File: src/rtl/usb_pkg.sv
// ---------------------------------------------------------------------------
// usb_pkg
// Shared definitions for the USB link-layer host scheduler:
//   - token / handshake PID encodings
//   - scheduler state enumeration
// ---------------------------------------------------------------------------
package usb_pkg;

  localparam logic [3:0] PID_OUT   = 4'b0001;
  localparam logic [3:0] PID_IN    = 4'b1001;
  localparam logic [3:0] PID_ACK   = 4'b0010;
  localparam logic [3:0] PID_NAK   = 4'b1010;
  localparam logic [3:0] PID_STALL = 4'b1110;

  typedef enum logic [3:0] {
    ST_IDLE,
    ST_TOKEN,
    ST_TOK_WAIT,
    ST_DATA_TX,
    ST_WAIT_HS,
    ST_WAIT_DATA,
    ST_SEND_ACK,
    ST_RETRY,
    ST_DONE,
    ST_ERR
  } sched_state_e;

endpackage

File: src/rtl/usb_rr_arbiter.sv
// ---------------------------------------------------------------------------
// usb_rr_arbiter
// Combinational round-robin selector. Searches req starting at ptr and
// returns the first requester found as a one-hot grant plus its index.
// Ports:
//   req  in  N_EP  request vector
//   ptr  in  IW    search start position (highest priority)
//   gnt  out N_EP  one-hot grant ('0 when no request)
//   idx  out IW    index of the granted requester
// ---------------------------------------------------------------------------
module usb_rr_arbiter #(
  parameter int unsigned N_EP = 4,
  localparam int unsigned IW  = (N_EP > 1) ? $clog2(N_EP) : 1
) (
  input  logic [N_EP-1:0] req,
  input  logic [IW-1:0]   ptr,
  output logic [N_EP-1:0] gnt,
  output logic [IW-1:0]   idx
);

  always_comb begin
    int unsigned cand;
    logic        found;
    gnt   = '0;
    idx   = '0;
    found = 1'b0;
    cand  = 0;
    for (int unsigned k = 0; k < N_EP; k++) begin
      cand = (32'(ptr) + k) % N_EP;
      if (!found && req[IW'(cand)]) begin
        found            = 1'b1;
        gnt[IW'(cand)]   = 1'b1;
        idx              = IW'(cand);
      end
    end
  end

endmodule

File: src/rtl/usb_host_sched.sv
// ---------------------------------------------------------------------------
// usb_host_sched
// Host-side USB transaction scheduler (master mode only). Arbitrates
// round-robin among N_EP requesters and runs one IN or OUT transaction at a
// time: token -> data -> handshake, with retry and error reporting.
//
// Configuration macro: USB_SCHED_RETRY_EN
//   defined   : NAK / timeout / CRC16 error retries up to MAX_RETRY times
//   undefined : those events end the transaction in error immediately
//
// Ports:
//   clk, rst_n          clock, asynchronous active-low reset
//   ms                  1 = master mode; 0 holds the block idle
//   ep_req/dir/addr/endp per-requester request, direction (1=IN), address,
//                       endpoint (slice i belongs to requester i)
//   ep_gnt              one-hot grant held for the whole transaction
//   ep_done / ep_err    1-cycle success / failure pulse
//   tok_start/pid/addr/endp  token transmitter control
//   hs_start / hs_pid   handshake transmitter control (always ACK)
//   tx_lp_eop_en        end of any transmitted packet
//   rx_pid_en/rx_pid/crc5_err    received PID event and its qualifier
//   rx_lt_eop_en/rx_crc16_err    end of received DATA packet and its CRC
//   time_out            response timeout
//   busy                high whenever the scheduler is not IDLE
// ---------------------------------------------------------------------------
module usb_host_sched
  import usb_pkg::*;
#(
  parameter int unsigned N_EP      = 4,
  parameter int unsigned MAX_RETRY = 3,
  parameter int unsigned GAP_CYC   = 8
) (
  input  logic              clk,
  input  logic              rst_n,
  input  logic              ms,
  input  logic [N_EP-1:0]   ep_req,
  input  logic [N_EP-1:0]   ep_dir,
  input  logic [7*N_EP-1:0] ep_addr,
  input  logic [4*N_EP-1:0] ep_endp,
  output logic [N_EP-1:0]   ep_gnt,
  output logic [N_EP-1:0]   ep_done,
  output logic [N_EP-1:0]   ep_err,
  output logic              tok_start,
  output logic [3:0]        tok_pid,
  output logic [6:0]        tok_addr,
  output logic [3:0]        tok_endp,
  output logic              hs_start,
  output logic [3:0]        hs_pid,
  input  logic              tx_lp_eop_en,
  input  logic              rx_pid_en,
  input  logic [3:0]        rx_pid,
  input  logic              crc5_err,
  input  logic              rx_lt_eop_en,
  input  logic              rx_crc16_err,
  input  logic              time_out,
  output logic              busy
);

  localparam int unsigned IW = (N_EP > 1) ? $clog2(N_EP) : 1;
  localparam int unsigned RW = (MAX_RETRY > 0) ? $clog2(MAX_RETRY + 1) : 1;
  localparam logic [RW-1:0] RETRY_MAX = RW'(MAX_RETRY);
  localparam logic [7:0]    GAP_LOAD  = 8'(GAP_CYC);

`ifdef USB_SCHED_RETRY_EN
  localparam bit RETRY_EN = 1'b1;
`else
  localparam bit RETRY_EN = 1'b0;
`endif

  sched_state_e    state, state_nxt, fail_st;
  logic [IW-1:0]   idx, rr_ptr, arb_idx;
  logic [N_EP-1:0] arb_gnt;
  logic            dir, sel_dir;
  logic [6:0]      sel_addr;
  logic [3:0]      sel_endp;
  logic [RW-1:0]   retry_cnt;
  logic [7:0]      gap_cnt;
  logic            hs_sent;
  logic            take, retry_inc, gap_load, pid_ev;

  usb_rr_arbiter #(.N_EP(N_EP)) u_arb (
    .req (ep_req),
    .ptr (rr_ptr),
    .gnt (arb_gnt),
    .idx (arb_idx)
  );

  // Per-requester fields of the arbitration winner
  always_comb begin
    sel_addr = '0;
    sel_endp = '0;
    for (int unsigned i = 0; i < N_EP; i++) begin
      if (arb_gnt[i]) begin
        sel_addr = ep_addr[7*i +: 7];
        sel_endp = ep_endp[4*i +: 4];
      end
    end
  end
  assign sel_dir = |(ep_dir & arb_gnt);

  assign pid_ev = rx_pid_en && !crc5_err;
  assign busy   = (state != ST_IDLE);
  assign hs_pid = PID_ACK;

  always_ff @(posedge clk or negedge rst_n) begin
    if (!rst_n) state <= ST_IDLE;
    else        state <= state_nxt;
  end

  always_comb begin
    state_nxt = state;
    take      = 1'b0;
    retry_inc = 1'b0;
    // Retry budget is checked where the failure is seen, so RETRY is only
    // ever entered when another attempt is allowed; exhausting it goes
    // straight to ERR.
    fail_st   = (RETRY_EN && (retry_cnt < RETRY_MAX)) ? ST_RETRY : ST_ERR;

    case (state)
      ST_IDLE: begin
        if (ms && (|ep_req) && (gap_cnt == '0)) begin
          take      = 1'b1;
          state_nxt = ST_TOKEN;
        end
      end
      ST_TOKEN:    state_nxt = ST_TOK_WAIT;
      ST_TOK_WAIT: begin
        if (tx_lp_eop_en) state_nxt = dir ? ST_WAIT_DATA : ST_DATA_TX;
      end
      ST_DATA_TX: begin
        if (tx_lp_eop_en) state_nxt = ST_WAIT_HS;
      end
      ST_WAIT_HS: begin
        // A valid PID event takes precedence over a coincident timeout
        if (pid_ev) begin
          case (rx_pid)
            PID_ACK:   state_nxt = ST_DONE;
            PID_NAK:   state_nxt = fail_st;
            PID_STALL: state_nxt = ST_ERR;
            default:   state_nxt = state;
          endcase
        end else if (time_out) begin
          state_nxt = fail_st;
        end
      end
      ST_WAIT_DATA: begin
        if (pid_ev && (rx_pid == PID_NAK)) begin
          state_nxt = fail_st;
        end else if (pid_ev && (rx_pid == PID_STALL)) begin
          state_nxt = ST_ERR;
        end else if (rx_lt_eop_en) begin
          state_nxt = rx_crc16_err ? fail_st : ST_SEND_ACK;
        end else if (time_out && !pid_ev) begin
          state_nxt = fail_st;
        end
      end
      ST_SEND_ACK: begin
        if (tx_lp_eop_en && hs_sent) state_nxt = ST_DONE;
      end
`ifdef USB_SCHED_RETRY_EN
      ST_RETRY: begin
        if (gap_cnt == '0) begin
          retry_inc = 1'b1;
          state_nxt = ST_TOKEN;
        end
      end
`endif
      ST_DONE:  state_nxt = ST_IDLE;
      ST_ERR:   state_nxt = ST_IDLE;
      default:  state_nxt = ST_IDLE;
    endcase

    // Leaving master mode aborts any open transaction
    if (!ms && !(state inside {ST_IDLE, ST_DONE, ST_ERR})) state_nxt = ST_ERR;

    gap_load = (state == ST_DONE) || (state == ST_ERR) ||
               ((state_nxt == ST_RETRY) && (state != ST_RETRY));
  end

  always_ff @(posedge clk or negedge rst_n) begin
    if (!rst_n) begin
      idx       <= '0;
      rr_ptr    <= '0;
      dir       <= 1'b0;
      retry_cnt <= '0;
      gap_cnt   <= '0;
      hs_sent   <= 1'b0;
      ep_gnt    <= '0;
      ep_done   <= '0;
      ep_err    <= '0;
      tok_start <= 1'b0;
      tok_pid   <= '0;
      tok_addr  <= '0;
      tok_endp  <= '0;
      hs_start  <= 1'b0;
    end else begin
      tok_start <= (state == ST_TOKEN);
      hs_start  <= (state == ST_SEND_ACK) && !hs_sent;
      hs_sent   <= (state == ST_SEND_ACK);
      ep_done   <= '0;
      ep_err    <= '0;

      if (take) begin
        idx       <= arb_idx;
        dir       <= sel_dir;
        ep_gnt    <= arb_gnt;
        retry_cnt <= '0;
        tok_pid   <= sel_dir ? PID_IN : PID_OUT;
        tok_addr  <= sel_addr;
        tok_endp  <= sel_endp;
      end

      if (retry_inc) retry_cnt <= retry_cnt + 1'b1;

      if ((state == ST_DONE) || (state == ST_ERR)) begin
        ep_done <= (state == ST_DONE) ? ep_gnt : '0;
        ep_err  <= (state == ST_ERR)  ? ep_gnt : '0;
        ep_gnt  <= '0;
        rr_ptr  <= (idx == IW'(N_EP - 1)) ? '0 : idx + 1'b1;
      end

      if (gap_load) begin
        gap_cnt <= GAP_LOAD;
      end else if (((state == ST_IDLE) || (state == ST_RETRY)) && (gap_cnt != '0)) begin
        gap_cnt <= gap_cnt - 1'b1;
      end
    end
  end

endmodule

File: config.mk
export PLATFORM = sky130hd
export DESIGN_NAME = usb_host_sched
export DESIGN_NICKNAME = d
export VERILOG_FILES = /design/src/rtl/usb_pkg.sv /design/src/rtl/usb_rr_arbiter.sv /design/src/rtl/usb_host_sched.sv
export SDC_FILE = /design/constraint.sdc
export NUM_CORES = 1
export LEC_CHECK = 0
export ABC_AREA = 0
export CORE_ASPECT_RATIO = 0.75
export CORE_MARGIN = 1
export CORE_UTILIZATION = 45
export DETAILED_ROUTE_END_ITERATION = 12
export GPL_ROUTABILITY_DRIVEN = 0
export PLACE_DENSITY = 0.79
export SETUP_SLACK_MARGIN = 0.02
export SYNTH_ARGS = -nofsm -noshare
export SYNTH_HDL_FRONTEND = slang
export SYNTH_SLANG_ARGS = --single-unit
File: constraint.sdc
create_clock -name clk -period 7.2 [get_ports clk]
set_input_delay 2.16 -clock clk [delete_from_list [all_inputs] [get_ports clk]]
set_output_delay 2.16 -clock clk [all_outputs]
set_load 0.02 [all_outputs]
# --- Yosys cells after proc, flatten, opt, wreduce, memory -nomap -nowiden ---
# Index checks and enable logic that the tools add are counted.
totals:
  input_bits: 65
  romBits: 0
  mem_count: 0
  latchBits: 0
  ram_bits: 0
  register_bits: 47
op_classes:
  mux: 62
  n_div: 0
  multipliers: 0
  magnitude_cmp: 8
  eq_ne: 15
  add_sub_neg: 5
  n_shift: 0
  n_bitwise: 4
  reduce_logical: 39
ops:
  columns: ["op", "count"]
  rows:
  - ["$mux W4", 27]
  - ["$mux W7", 4]
  - ["$pmux W4 S7", 1]
  - ["$eq A4 B3 Y1 const B", 5]
  - ["$logic_and A1 B1 Y1", 18]
  - ["$eq A4 B4 Y1 const B", 4]
  - ["$mux W8", 2]
  - ["$mux W1", 13]
  - ["$eq A4 B2 Y1 const B", 3]
  - ["$lt A2 B3 Y1 const B", 4]
  - ["$or A4 B4 Y4", 3]
  - ["$mux W2", 5]
  - ["$bmux W1 S2", 4]
  - ["$demux W1 S2", 4]
  - ["$ge A2 B1 Y1 const B", 4]
  - ["$logic_not A1 Y1", 8]
  - ["$logic_not A8 Y1", 1]
  - ["$pmux W4 S2", 1]
  - ["$reduce_bool A8 Y1", 1]
  - ["$reduce_or A4 Y1", 2]
  - ["$sub A8 B1 Y8 const B", 1]
  - ["$add A2 B1 Y2 const B", 2]
  - ["$add A2 B2 Y2 const B", 2]
  - ["$and A4 B4 Y4", 1]
  - ["10 further kinds", 13]

# --- Longest topological paths before layout ---
depth:
  word_depth: 16
  depth_mapped: 12
  mapped_depth_nobuf: 8

# --- By module ---
# From an unflattened synthesis, not the netlist that was laid out.
unflattened:
  cells_unflattened: 328
  area_unflattened_um2: 3006.6
modules_own_cells:
  columns: ["module", "instances", "area_per_inst_um2", "seq_area_each_um2", "cells_per_inst"]
  rows:
  - ["usb_host_sched", 1, 2517.4, 1101.1, 263]
  - ["usb_rr_arbiter", 1, 489.2, 0.0, 65]

# --- Worst setup path before layout ---
# No wires, ideal clock.
synth_path:
  path_kind: "in2reg"
  from: "input port ep_req[3]"
  to: "register tok_pid[3]"
  setup_time_ns: 0.151
  arrival_time_ns: 3.947
  path_slack_ns: 3.102
  t_required_ns: 7.049
  path_buffers: 2
  path_stages: 8
  cell_sequence: "mux4_2 > inv_2 > mux2_1 > a221o_1 > buf_6 > buf_12 > a22oi_1 > a41oi_1"
synth_between:
  elab_chain_len: 15
  word_cells_on_any_way: 32
  cone_classes: "mux: 18; bitwise: 4; reduce/logical: 10"
synth_rtl:
  columns: ["element", "line", "rtl"]
  rows:
  - ["start, declared", "usb_host_sched.sv:36", "input logic [N_EP-1:0] ep_req,"]
  - ["$bmux W1 S2", "usb_rr_arbiter.sv:30", "if (!found && req[IW'(cand)]) begin"]
  - ["$mux W1 (not written as such)", "usb_rr_arbiter.sv:30", null]
  - ["$mux W1", "usb_rr_arbiter.sv:30", null]
  - ["$logic_not A1 Y1", "usb_rr_arbiter.sv:30", null]
  - ["$logic_and A1 B1 Y1", "usb_rr_arbiter.sv:30", null]
  - ["$mux W1", "usb_rr_arbiter.sv:30", null]
  - ["$logic_not A1 Y1", "usb_rr_arbiter.sv:30", null]
  - ["$logic_and A1 B1 Y1", "usb_rr_arbiter.sv:30", null]
  - ["$mux W1", "usb_rr_arbiter.sv:30", null]
  - ["$logic_not A1 Y1", "usb_rr_arbiter.sv:30", null]
  - ["$logic_and A1 B1 Y1", "usb_rr_arbiter.sv:30", null]
  - ["$mux W4", "usb_rr_arbiter.sv:30", null]
  - ["$and A4 B4 Y4", "usb_host_sched.sv:99", "assign sel_dir = |(ep_dir & arb_gnt);"]
  - ["$reduce_or A4 Y1", "usb_host_sched.sv:99", null]
  - ["$mux W4", "usb_host_sched.sv:208", "tok_pid <= sel_dir ? PID_IN : PID_OUT;"]
  - ["end signal, assigned", "usb_host_sched.sv:208", null]
  - ["end, declared", "usb_host_sched.sv:44", "output logic [3:0] tok_pid,"]
# Parallel ways exist; a longest one is shown, timed or not. The select of a mux whose other input is x is not followed.
# A chain may end at the register's enable or synchronous reset.

# --- Worst setup path after layout ---
layout_path:
  from: "input port ep_req[3]"
  to: "register tok_addr[6]"
layout_between:
  elab_chain_len: 16
  word_cells_on_any_way: 33
  cone_classes: "mux: 21; bitwise: 3; reduce/logical: 9"
layout_rtl:
  columns: ["element", "line", "rtl"]
  rows:
  - ["$bmux W1 S2", "usb_rr_arbiter.sv:30", null]
  - ["$mux W1 (not written as such)", "usb_rr_arbiter.sv:30", null]
  - ["$mux W1", "usb_rr_arbiter.sv:30", null]
  - ["$logic_not A1 Y1", "usb_rr_arbiter.sv:30", null]
  - ["$logic_and A1 B1 Y1", "usb_rr_arbiter.sv:30", null]
  - ["$mux W1", "usb_rr_arbiter.sv:30", null]
  - ["$logic_not A1 Y1", "usb_rr_arbiter.sv:30", null]
  - ["$logic_and A1 B1 Y1", "usb_rr_arbiter.sv:30", null]
  - ["$mux W1", "usb_rr_arbiter.sv:30", null]
  - ["$logic_not A1 Y1", "usb_rr_arbiter.sv:30", null]
  - ["$logic_and A1 B1 Y1", "usb_rr_arbiter.sv:30", null]
  - ["$mux W4", "usb_rr_arbiter.sv:30", null]
  - ["$mux W7 (4 in series)", "usb_host_sched.sv:93", "if (arb_gnt[i]) begin"]
  - ["end signal, assigned", "usb_host_sched.sv:209", "tok_addr <= sel_addr;"]
  - ["end, declared", "usb_host_sched.sv:45", "output logic [6:0] tok_addr,"]
# Parallel ways exist; a longest one is shown, timed or not. The select of a mux whose other input is x is not followed.

==> impl_metrics.csv <==
group,metric,value,unit
detailed_routing,routed_via_density,5.725,
critical_path,cp-start-kind,"input port",
place,post_dp_cell_area,3841,µm²
job,maxCapViolCount,0,
run_status,status,"completed",
global_routing,use_met2,36.03,%
die,initial_core_util,46.78,%
critical_path,worstPathArrival,5.14,ns
worst_hold_path,holdPathStages,1,
clock_network,cts_made_buffers,5,
worst_hold_path,hold_class,"reg -> reg",
critical_path,crit_family,"compound AO/OA/AOI/OAI gates",
detailed_routing,ant_nets,0,
die,num_rows,25,
detailed_routing,wl_per_cell,15.70,µm
critical_path,rr_worst_depth,8,
clock_network,root_buffer,"clkbuf_8",
synthesis,synth_async_sr_flop_share,100.0,%
layout,area_growth,31.93,%
timing,hold_viol,0,
clock_network,path_clk_slew,0.08,ns
synthesis,synth.distinct_cells,62,
layout,seq_area,1101,µm²
global_routing,met3_usage,3.249,%
timing,slew_headroom,27.60,%
global_routing,grt.overflow.total,0,
synthesis,yosys_warnings,0,
global_routing,grt_pass1_wl,12230,µm
synthesis,yosys.area.top_type,"dfrtp_1",
synthesis,syn_area,2970,µm²
timing,layout_worst_path_cycle_share,69.30,%
timing,setup_viol,0,
timing,timing.fmax,200.4,MHz
layout,drive_gt1_share,7.398,%
synthesis,synthCells,315,
detailed_routing,drtPass1Iterations,4,
clock_network,ctsHoldBuffers,0,
die,die_w,95.82,µm
die,die_area,6933,µm²
worst_hold_path,hold_start,"hs_sent",
global_routing,grt_usage,22.60,%
layout,num-fill-cells,532,
place,dp_slack,1.908,ns
clock_network,worstSkewPairLatency,0.29,ns
worst_hold_path,holdPathEnd,"hs_start",
place,hpwl,5591,µm
timing,slew_violations,0,
synthesis,netlist.area_leader.share,37.07,%
detailed_routing,vias,2708,
critical_path,crit_fanout,14,
clock_network,cts_tree,"built",
detailed_routing,drt-initial-drc-count,143,
timing,min_period,4.990,ns
layout,multi_input_comb_area,1693,µm²
critical_path,r2r_start,"rr_ptr[0]",
synthesis,ys_seq_area_share,37.07,%
pwr,power_switching_share,43.76,%
layout,stdcell_area,3919,µm²
clock_network,cts_buffer_depth,2,
layout,fin_nets,464,
synthesis,ys.flop_type,"dfrtp_1",
clock_network,h-tree-depth,2,
synthesis,synthTopCellsByArea,"dfrtp_1 37%, mux2i_1 4.7%, nand2b_1 4.4%",
critical_path,crit_buf_inv,1,
timing,setup_slack,2.210,ns
clock_network,postCtsSetupBuffers,0,
clock_network,numClockSinks,44,
critical_path,cp.required,7.35,ns
die,die_y,72.36,µm
die,top_level_ports,99,
pwr,power.density,336.5,nW/µm²
place,io_buffers,92,
pwr,combPwrFrac,58.3,%
critical_path,r2r-end,"tok_addr[6]",
synthesis,ys_seq_elements,44,
pwr,power_frac_seq,30.8,%
timing,skew,0.006193,ns
timing,worst_slew_pin_slew,1.086,ns
timing,rsz0062_at_grt,"no",
global_routing,antenna_found_initial,0,
global_routing,grt_busiest_layer,"met2",
pwr,peakVddDrop,0.1834,mV
die,core_area,6350,µm²
detailed_routing,drc,0,
critical_path,crit_path_max_incr_delay,0.83,ns
synthesis,synth_area_per_cell,9.430,µm²
layout,n_antenna_cell,0,
global_routing,grt_pass1_vias,2540,
clock_network,cts_resized,0,
pwr,p_sw,577.0,µW
critical_path,r2r_slack,3.27,ns
pwr,pwr-share-clk,11.0,%
critical_path,cp-end-kind,"flip-flop",
global_routing,grt_util_met1,32.78,%
synthesis,synth-edff-count,0,
pwr,internal_power,741.6,µW
global_routing,grt_max_degree,45,
timing,setup_tns,0,ns
critical_path,crit_type,"in -> reg",
pwr,leakagePower,0.001575,µW
critical_path,path_cells,"clkdlybuf4s50_1 > mux4_1 > nor3b_4 > a221oi_2 > and3_1 > a211oi_2",
detailed_routing,routed_wl,7425,µm
critical_path,cpMaxStageDelayCell,"a221oi_2",
## through the flow
step / hold slack [ns] / utilization (%) / instances / power (µW)
6_report: 0.4363 / 61.71 / 473 / 1319
5_1_grt: 0.4611 / 61.71 / 473 / 1421
4_1_cts: 0.4396 / 61.71 / 473 / 1322
3_5_place_dp: 0.4288 / 60.49 / 466 / 1176
3_3_place_gp: 0.4134 / 60.49 / 466 / 1157
2_1_floorplan: 0.4031 / - / 319 / 968.0
## Yosys cell counts, types with 3 or more instances
master and instances:
xor2_1 5, inv_1 7, nor2_1 19, clkbuf_1 10, mux2i_1 14, o21ai_0 15
nand2b_1 21, a211oi_2 5, nand3b_1 4, or3_1 4, buf_4 7, and2_1 9
a21oi_1 10, dfrtp_1 44, nand4b_1 3, a21boi_0 11, nand3_1 6, buf_2 5
o22ai_1 13, nor3_1 13, a211oi_1 9, ha_1 7, nand2_1 23
## cells in the final DEF, fill, tap and decap left out, drive strengths merged, types with 7 or more instances in the layout
cell type      count
a21boi            11
dfrtp             44
clkdlybuf4s50     91
ha                 7
inv                8
nand2             23
o21ai             16
a21oi             10
nor3              13
a211oi            14
mux2i             14
o22ai             13
nand2b            21
and2               9
nor2              19
## state kept, by name, summed over array words and instances (netlist names)
name,flops
state,4
hs_sent,1
tok_pid,2
ep_err,4
hs_start,1
idx,2
ep_gnt,4
gap_cnt,8
tok_addr,7
tok_endp,4
rr_ptr,2
tok_start,1
ep_done,4
## layer usage
layer,share of wire (%),vias up
met2,48,87
li1,-,1284
met3,5.4,9
met4,0.77,0
met1,46,1328
met5,0,-
## how the worst max path moves through the flow
stage / end / from / depth (start not counted) / slack (ns)
after floorplan: tok_pid[3] / ep_req[3] / 8 / 3.10
after global placement: tok_addr[2] / ep_req[3] / 6 / 2.06
after detailed placement: tok_addr[1] / ep_req[3] / 6 / 1.91
after CTS: tok_addr[1] / ep_req[3] / 6 / 2.22
after global routing: tok_addr[6] / ep_req[3] / 6 / 1.99
final: tok_addr[6] / ep_req[3] / 6 / 2.21
## power groups by stage
stage | registers (µW) | clock network (µW) | logic, µW
after floorplan | 423 | 0 | 545
after global placement | 406 | 0 | 751
after detailed placement | 409 | 0 | 767
after CTS | 404 | 147 | 771
after global routing | 420 | 159 | 842
final | 405 | 145 | 768
## layout make-up
type | instances | share of cell area (%)
sequential | 44 | 28.10
tap | 81 | 2.586
inverter | 8 | 0.7663
multi-input combinational | 241 | 43.20
timing repair buffer | 92 | 23.37
clock inverter | 1 | 0.1277
clock buffer | 6 | 1.852
## kinds of logic after synthesis
group           share of synthesized area (%)
compound gates                          19.55
xor+xnor                                2.064
fa+ha+maj                               2.948
buf+inv                                 6.445
flops                                   37.07
mux                                     8.256
other cells                            0.2528
simple gates                            23.42
(Power assumes the default switching activity.)
